File: config.mk
export PLATFORM = sky130hd
export DESIGN_NAME = fetch_stage_flat
export DESIGN_NICKNAME = d
export VERILOG_FILES = /design/src/rtl/riscv_pkg.sv /design/src/rtl/fetch_stage_if.sv /design/src/rtl/ifid_reg.sv /design/src/rtl/fetch_stage.sv /design/src/flat_wrapper.sv
export SDC_FILE = /design/constraint.sdc
export NUM_CORES = 1
export LEC_CHECK = 0
export BUFFER_PORTS_ARGS = -buffer_cell sky130_fd_sc_hd__buf_2
export CORE_AREA = 3 3 166 103
export CTS_CLUSTER_SIZE = 14
export DETAILED_ROUTE_END_ITERATION = 10
export DIE_AREA = 0 0 169 106
export PLACE_DENSITY = 0.71
export SETUP_SLACK_MARGIN = 0.02
export SYNTH_ARGS = -nofsm -noshare
export SYNTH_HDL_FRONTEND = slang
export SYNTH_SLANG_ARGS = --single-unit
File: constraint.sdc
create_clock -name clock -period 2.8 [get_ports clock]
set_input_delay 0.28 -clock clock [delete_from_list [all_inputs] [get_ports clock]]
set_output_delay 0.28 -clock clock [all_outputs]
set_load 0.1 [all_outputs]
File: src/rtl/riscv_pkg.sv
// Shared definitions for the RV32I pipeline: widths, reset PC, bubble
// encoding and the IF/ID latch payload used by fetch and decode.
package riscv_pkg;

  localparam int XLEN = 32;
  localparam logic [XLEN-1:0] RESET_PC = 32'h0000_0000;
  localparam logic [31:0] NOP_INSTR = 32'h0000_0013;  // addi x0,x0,0

  typedef struct packed {
    logic            valid;
    logic [XLEN-1:0] pc;
    logic [XLEN-1:0] pc4;
    logic [31:0]     instr;
  } ifid_t;

  // Branch targets are word aligned by clearing the low two bits; no trap.
  function automatic logic [XLEN-1:0] align_pc(input logic [XLEN-1:0] pc);
    return {pc[XLEN-1:2], 2'b00};
  endfunction

endpackage

File: src/rtl/fetch_stage_if.sv
// Bundle of the fetch stage's control, instruction-memory and IF/ID signals.
// Handshake: there is no valid/ready pair on this bus. Control inputs are
// sampled on every rising clock edge, imem_rdata_i must be a combinational
// read of imem_addr_o, and ifid_valid_o qualifies the IF/ID fields.
interface fetch_stage_if;
  import riscv_pkg::*;

  logic            stall_i;
  logic            flush_i;
  logic            redirect_valid_i;
  logic [XLEN-1:0] redirect_pc_i;
  logic [XLEN-1:0] imem_addr_o;
  logic [31:0]     imem_rdata_i;
  logic            ifid_valid_o;
  logic [XLEN-1:0] ifid_pc_o;
  logic [XLEN-1:0] ifid_pc4_o;
  logic [31:0]     ifid_instr_o;
  logic [31:0]     fetch_count_o;

  // Fetch stage side.
  modport slave (
    input  stall_i, flush_i, redirect_valid_i, redirect_pc_i, imem_rdata_i,
    output imem_addr_o, ifid_valid_o, ifid_pc_o, ifid_pc4_o, ifid_instr_o,
    output fetch_count_o
  );

  // Hazard unit / branch resolver / memory / decode side.
  modport master (
    output stall_i, flush_i, redirect_valid_i, redirect_pc_i, imem_rdata_i,
    input  imem_addr_o, ifid_valid_o, ifid_pc_o, ifid_pc4_o, ifid_instr_o,
    input  fetch_count_o
  );

endinterface

File: src/rtl/ifid_reg.sv
// Pipeline latch with bubble/hold/load controls. Bubble beats hold: a
// squashed slot still records the incoming pc/pc4 but is marked invalid
// and carries the NOP encoding. Reusable for later pipeline latches.
module ifid_reg
  import riscv_pkg::*;
#(
  parameter logic [31:0] NOP = NOP_INSTR
) (
  input  logic  clk_i,
  input  logic  rst_i,
  input  logic  hold_i,
  input  logic  bubble_i,
  input  ifid_t d_i,
  output ifid_t q_o
);

  ifid_t q_q;
  ifid_t q_d;

  // Next latch contents: bubble > hold > load.
  always_comb begin
    q_d = q_q;
    if (bubble_i) begin
      q_d       = d_i;
      q_d.valid = 1'b0;
      q_d.instr = NOP;
    end else if (!hold_i) begin
      q_d = d_i;
    end
  end

  // Latch register with synchronous reset to an empty bubble at pc 0.
  always_ff @(posedge clk_i) begin
    if (rst_i) begin
      q_q.valid <= 1'b0;
      q_q.pc    <= '0;
      q_q.pc4   <= '0;
      q_q.instr <= NOP;
    end else begin
      q_q <= q_d;
    end
  end

  assign q_o = q_q;

endmodule

File: src/rtl/fetch_stage.sv
// Instruction fetch: owns the PC, drives the instruction memory address and
// fills the IF/ID latch. Priority per edge: reset > redirect > stall > advance.
// flush_i squashes the slot being fetched without touching the PC rule.
module fetch_stage
  import riscv_pkg::*;
#(
  parameter logic [XLEN-1:0] RST_PC = RESET_PC,
  parameter logic [31:0]     NOP    = NOP_INSTR
) (
  input logic         clock,
  input logic         reset,
  fetch_stage_if.slave bus
);

  logic [XLEN-1:0] pc_q;
  logic [XLEN-1:0] pc_d;
  logic [31:0]     count_q;
  logic [31:0]     count_d;
  logic            bubble;
  logic            load;
  ifid_t           ifid_d;
  ifid_t           ifid_q;

  assign bubble = bus.redirect_valid_i | bus.flush_i;
  assign load   = !bubble && !bus.stall_i;

  // Next PC and retired-fetch count; the +4 wraps naturally at 2^XLEN.
  always_comb begin
    pc_d    = pc_q + XLEN'(4);
    count_d = count_q;
    if (bus.redirect_valid_i) begin
      pc_d = align_pc(bus.redirect_pc_i);
    end else if (bus.stall_i) begin
      pc_d = pc_q;
    end
    if (load) begin
      count_d = count_q + 32'd1;
    end
  end

  // PC and counter registers.
  always_ff @(posedge clock) begin
    if (reset) begin
      pc_q    <= RST_PC;
      count_q <= '0;
    end else begin
      pc_q    <= pc_d;
      count_q <= count_d;
    end
  end

  // Candidate IF/ID contents for the instruction currently at pc_q.
  always_comb begin
    ifid_d.valid = 1'b1;
    ifid_d.pc    = pc_q;
    ifid_d.pc4   = pc_q + XLEN'(4);
    ifid_d.instr = bus.imem_rdata_i;
  end

  ifid_reg #(.NOP(NOP)) u_ifid (
    .clk_i   (clock),
    .rst_i   (reset),
    .hold_i  (bus.stall_i),
    .bubble_i(bubble),
    .d_i     (ifid_d),
    .q_o     (ifid_q)
  );

  assign bus.imem_addr_o   = pc_q;
  assign bus.ifid_valid_o  = ifid_q.valid;
  assign bus.ifid_pc_o     = ifid_q.pc;
  assign bus.ifid_pc4_o    = ifid_q.pc4;
  assign bus.ifid_instr_o  = ifid_q.instr;
  assign bus.fetch_count_o = count_q;

endmodule

File: src/flat_wrapper.sv
// flat-port wrapper written by rule: the top's interface ports become plain ports
module fetch_stage_flat import riscv_pkg::*;
#(
  parameter logic [XLEN-1:0] RST_PC = RESET_PC,
  parameter logic [31:0]     NOP    = NOP_INSTR
)
  (clock, reset, bus_stall_i, bus_flush_i, bus_redirect_valid_i, bus_redirect_pc_i, bus_imem_rdata_i, bus_imem_addr_o, bus_ifid_valid_o, bus_ifid_pc_o, bus_ifid_pc4_o, bus_ifid_instr_o, bus_fetch_count_o);
  fetch_stage_if bus_i ();
  input logic clock;
  input logic reset;
  input wire logic [$bits(bus_i.stall_i)-1:0] bus_stall_i;
  input wire logic [$bits(bus_i.flush_i)-1:0] bus_flush_i;
  input wire logic [$bits(bus_i.redirect_valid_i)-1:0] bus_redirect_valid_i;
  input wire logic [$bits(bus_i.redirect_pc_i)-1:0] bus_redirect_pc_i;
  input wire logic [$bits(bus_i.imem_rdata_i)-1:0] bus_imem_rdata_i;
  output wire logic [$bits(bus_i.imem_addr_o)-1:0] bus_imem_addr_o;
  output wire logic [$bits(bus_i.ifid_valid_o)-1:0] bus_ifid_valid_o;
  output wire logic [$bits(bus_i.ifid_pc_o)-1:0] bus_ifid_pc_o;
  output wire logic [$bits(bus_i.ifid_pc4_o)-1:0] bus_ifid_pc4_o;
  output wire logic [$bits(bus_i.ifid_instr_o)-1:0] bus_ifid_instr_o;
  output wire logic [$bits(bus_i.fetch_count_o)-1:0] bus_fetch_count_o;
  assign bus_i.stall_i = bus_stall_i;
  assign bus_i.flush_i = bus_flush_i;
  assign bus_i.redirect_valid_i = bus_redirect_valid_i;
  assign bus_i.redirect_pc_i = bus_redirect_pc_i;
  assign bus_i.imem_rdata_i = bus_imem_rdata_i;
  assign bus_imem_addr_o = bus_i.imem_addr_o;
  assign bus_ifid_valid_o = bus_i.ifid_valid_o;
  assign bus_ifid_pc_o = bus_i.ifid_pc_o;
  assign bus_ifid_pc4_o = bus_i.ifid_pc4_o;
  assign bus_ifid_instr_o = bus_i.ifid_instr_o;
  assign bus_fetch_count_o = bus_i.fetch_count_o;
  fetch_stage #(.RST_PC(RST_PC), .NOP(NOP)) u_core (.clock(clock), .reset(reset), .bus(bus_i));
endmodule
; Word level (Yosys, flattened, before mapping)
; Index checks and enable logic that the tools add are counted.
[op_classes]
n_addsub = 2
n_eq_ne = 2
mux = 4
bitwise = 1
reduce_logical = 5
[ops]
columns = operator, n
row1 = 96-bit 2-to-1 mux, 2
row2 = 32-bit 2-to-1 mux, 2
row3 = "32-bit by 1-bit adder with 32-bit output, second input constant", 1
row4 = "32-bit by 3-bit adder with 32-bit output, second input constant", 1
row5 = "2-bit by 1-bit != test with 1-bit output, second input constant", 2
row6 = 2-bit OR reduction, 2
row7 = 1-bit zero test, 2
row8 = 1-bit logical AND, 1
row9 = 1-bit OR, 1
[word_totals]
regBits = 161
output_inout_bits = 161
wordCells = 21

; Logic depth before layout (Yosys ltp)
[depth]
word_depth = 3
depth_mapped = 7
ltp_nobuf = 5

; Modules after synthesis
; A second synthesis with hierarchy kept.
[hier_totals]
cells_unflattened = 934
area_unflattened_um2 = 8440.6
[modules_own_cells]
columns = mod, n_inst, cells_per_inst, area_per_inst_um2, seq_area_each_um2
row1 = ifid_reg, 1, 400, 4317.9, 1941.9
row2 = fetch_stage, 1, 534, 4122.7, 1241.2

; Worst setup path after synthesis
; Ideal clock, no wire load.
[synth_timing]
path_kind = flip-flop to flip-flop
startpoint = reg u_core.pc_q[5], in the netlist u_core.bus.imem_addr_o[5]
endpoint = reg u_core.u_ifid.q_q, in the netlist u_core.u_ifid.q_o[59]
setup_time_ps = 91
t_arrival_ps = 2940
required_ps = 2709
setup_slack_ps = -231
stages_incl_launch_ff = 8
n_path_buf = 3
cell_sequence = dfxtp_1 buf_2 nand4_1 or4_1 clkbuf_1 clkbuf_1 or3_1 a311oi_1
[synth_between]
elab_chain_len = 3
[synth_lines]
columns = item, line_no
row1 = start: declaration, fetch_stage.sv:15  ; logic [XLEN-1:0] pc_q;
row2 = start signal: assignment, fetch_stage.sv:47  ; pc_q <= pc_d;
row3 = 32-bit by 3-bit adder with 32-bit output *, fetch_stage.sv:56  ; ifid_d.pc4 = pc_q + XLEN'(4);
row4 = 96-bit 2-to-1 mux, ifid_reg.sv:27  ; end else if (!hold_i) begin
row5 = 96-bit 2-to-1 mux *, ifid_reg.sv:23  ; if (bubble_i) begin
row6 = end signal: assignment, ifid_reg.sv:40  ; q_q <= q_d;
row7 = end: declaration, ifid_reg.sv:17  ; ifid_t q_q;
; Every way passes the cells marked *; elsewhere a longest branch is shown, timed or not. The select of a mux whose other input is x is not followed.
; A chain may end at the register's enable or synchronous reset.

; Final worst setup path
[layout_timing]
startpoint = reg u_core.pc_q[2], in the netlist u_core.bus.imem_addr_o[2]
endpoint = reg u_core.u_ifid.q_q, in the netlist u_core.u_ifid.q_o[52]
; Same word-level chain as after synthesis.

==> metrics.csv <==
stage;metric;value;unit
die;die area;17900;sq um
setup_path;startpoint types;flip-flop;
synthesis;Synth top area share;0.442;
synthesis;mapped cell area;7020;sq um
place;Post-DP Area;8260;sq um
drt;Residual DRC;0;
timing;Tcrit/Tclk final;0.876;
setup_path;critical path peak fanout;9;
clock_tree;Num CTS Buffers;17;
synthesis;main combinational cell family by area after synthesis;simple AND/OR/NAND/NOR gates;
timing;Final Setup Violations;0;
outcome;status;finished, final reports clean;
layout;share of layout cells above drive strength 1;0.285;
synthesis;Synth area leader;dfxtp_1;
layout;final net count;1097;
setup_path;reg2reg setup slack;0.35;ns
synthesis;Mapped Avg Cell Area;8.36;sq um
global_routing;met2 Use GR;0.321;
synthesis;EDFF count, synth;0;
clock_tree;Max Root-Sink Buffers;2;
place;gpl congestion;0.849;
global_routing;global-route congestion overflow total;0;
synthesis;simple-gate share of the synthesized area;0.254;
synthesis;Post-Synth Adder-Cell Area;0.00356;
global_routing;initial antenna violation count;2;
layout;antenna cells;0;
die;Rows;35;
timing;Clock Skew;0.0119;ns
synthesis;Cell variety after synth;49;
drt;WL final;21.9;mm
setup_path;Worst Setup SP;u_core.bus.imem_addr_o[2];
timing;Pins Over Slew Limit;0;
clock_tree;# hold bufs at CTS;0;
setup_path;CP required;3.12;ns
layout;Storage cell area;3120;sq um
synthesis;top_reg_cell synth;dfxtp_1;
timing;final hold violation count;0;
drt;via count;7090;
power;peak supply drop;404;uV
timing;RSZ-0062 raised after global routing;false;
clock_tree;post-CTS setup buffers;0;
timing;Rel. slew slack;0.397;
synthesis;post-synthesis compound-gate area fraction;0.166;
clock_tree;Worst-path clk slew;0.07;ns
timing;Total Neg Setup Slack;0;ns
synthesis;Seq/Total Area, Yosys;0.442;
timing;Max Freq;408;MHz
setup_path;Worst Setup EP;u_core.u_ifid.q_o[52];
global_routing;global-route wire length before repair;34.0;mm
clock_tree;CTS root buf;clkbuf_16;
power;pwr/cell area;670;nW/um^2
min_path;Worst Hold Class;primary input to flip-flop;
drt;1st-iter DRT viols;592;
die;Die W;169;um
place;DP HPWL;15.5;mm
timing;worst-margin pin slew;0.903;ns
drt;TritonRoute pass-1 iters;5;
synthesis;Ys Warns;0;
power;LEAKAGE;3.66;nW
synthesis;synth top area cells;dfxtp_1, nor2_1, nand2_1, mux2i_1, a21oi_1;
clock_tree;CTS resizes;0;
layout;multi-input logic area;3560;sq um
layout;Syn-to-layout area delta;26.0;%
place;port bufs;221;
die;Initial Util;0.454;
die;I/O pin count;230;
setup_path;worst flop-to-flop path startpoint;u_core.bus.imem_addr_o[2];
synthesis;Seq cells post-synth;155;
run;max-cap viol count;0;
timing;min cycle time layout;2.45;ns
global_routing;GR Util met3;0.0728;
layout;leading cell type in the layout, fill and taps excluded;buf_2;
setup_path;FF-to-FF path depth;6;
setup_path;Worst Setup Path Type;flip-flop to flip-flop;
layout;post-route cell area;8850;sq um
global_routing;GR peak layer;met1;
global_routing;number of global-route vias before repair;6170;
synthesis;Gate Count Post-Synth;840;
place;Placed Instances;1210;
global_routing;met1 Use GR;0.354;
clock_tree;CTS H-Tree Depth;4;
setup_path;Critical Path End Type;flip-flop;
die;Die Ht;106;um
drt;WL per Instance;17.6;um
setup_path;R2R Path End;u_core.u_ifid.q_o[52];
synthesis;Synth async-reset ratio;0;
die;core footprint;15500;sq um
layout;FILL cells;1447;
clock_tree;Sink Count;155;
synthesis;mux contribution to synthesized area;0.0458;
layout;most frequent cells in the layout;buf_2, dfxtp_1, nor2_1;
clock_tree;CTS tree;done;
drt;vias per std cell;5.71;
drt;ANT nets after route;0;
layout;Non-Filler Instances;1242;
synthesis;xor/xnor share of the synthesized area;0.0324;
clock_tree;clock latency on the worst-skew pair;0.41;ns
global_routing;GRT Util Overall;0.235;
setup_path;arrival time of the worst setup path;2.77;ns
global_routing;largest net degree at the start of global routing;63;
[through the flow]
step                      utilization  setup slack (ns)  total power [W]  hold slack [ns]
after global routing            0.573             0.214          0.00611           0.0944
final                           0.573             0.346          0.00593           0.0972
after CTS                       0.573             0.362          0.00596           0.0860
after detailed placement        0.534             0.224          0.00358            0.442
after floorplan                     -            0.0259          0.00335            0.417
after global placement          0.534             0.254          0.00357            0.430
[flip-flops by register name (all words and copies together) (netlist names)]
register                  count
u_core.bus.fetch_count_o     32
u_core.bus.imem_addr_o       30
u_core.u_ifid.q_o            93
[cell usage after synthesis, types with 3 or more instances]
master,count
dfxtp_1,155
nor2_1,97
nand2_1,92
clkbuf_1,62
a21oi_1,60
mux2i_1,31
or3_1,31
or4_1,31
a311oi_1,28
o31ai_1,26
o21ai_0,24
a211oi_1,19
nand3_1,18
nand4_1,18
xnor2_1,18
nor4_1,16
inv_1,14
nor3_1,12
and3_1,8
buf_1,8
xor2_1,8
and4_1,6
buf_4,6
nor2b_1,5
nor3b_1,5
o31a_1,5
or2_2,5
a2111oi_0,4
buf_2,4
a211o_1,3
[metal layers]
| metal | up-vias | wire length [um] |
|---|---|---|
| met2 | 327 | 9070 |
| met3 | 25 | 2400 |
| met4 | 4 | 283 |
| li1 | 3422 | - |
| met5 | - | 14 |
| met1 | 3312 | 10100 |
[power breakdown]
group / internal (W) / switching [W] / total (W)
registers: 0.00230 / 0.000108 / 0.00241
clock network: 0.00142 / 0.000977 / 0.00239
logic: 0.000208 / 0.000923 / 0.00113
total: 0.00392 / 0.00201 / 0.00593
[area by class of cell]
type	count	share of cell area
multi-input combinational	595	0.402
sequential	155	0.352
timing repair buffer	243	0.144
clock buffer	20	0.0493
tap	203	0.0287
clock inverter	12	0.0182
inverter	14	0.00594
[critical path: stages, from the launching register on]
cell	delay, ns
dfxtp_2	0.43
ha_1	0.29
nand2_1	0.11
buf_4	0.18
or3_1	0.53
or4_1	0.56
a311oi_1	0.27
[logic make-up after synthesis]
kind of cell    count (synthesis)
simple gates                  353
compound gates                176
flops                         155
buf+inv                        95
mux                            32
xor+xnor                       26
fa+ha+maj                       2
other cells                     1
[how the worst min path moves through the flow]
stage                                 to  slack (ns)  cells after the start                   from
4_1_cts             u_core.u_ifid.q_o[8]        0.09                      3    bus_imem_rdata_i[8]
3_5_place_dp       u_core.u_ifid.q_o[96]        0.44                      2  u_core.u_ifid.q_o[96]
2_1_floorplan  u_core.bus.imem_addr_o[2]        0.42                      2   bus_redirect_pc_i[2]
5_1_grt            u_core.u_ifid.q_o[28]        0.09                      3   bus_imem_rdata_i[28]
3_3_place_gp       u_core.u_ifid.q_o[96]        0.43                      2  u_core.u_ifid.q_o[96]
6_report            u_core.u_ifid.q_o[8]         0.1                      3    bus_imem_rdata_i[8]
No activity file was read; power rests on OpenSTA's default activity.
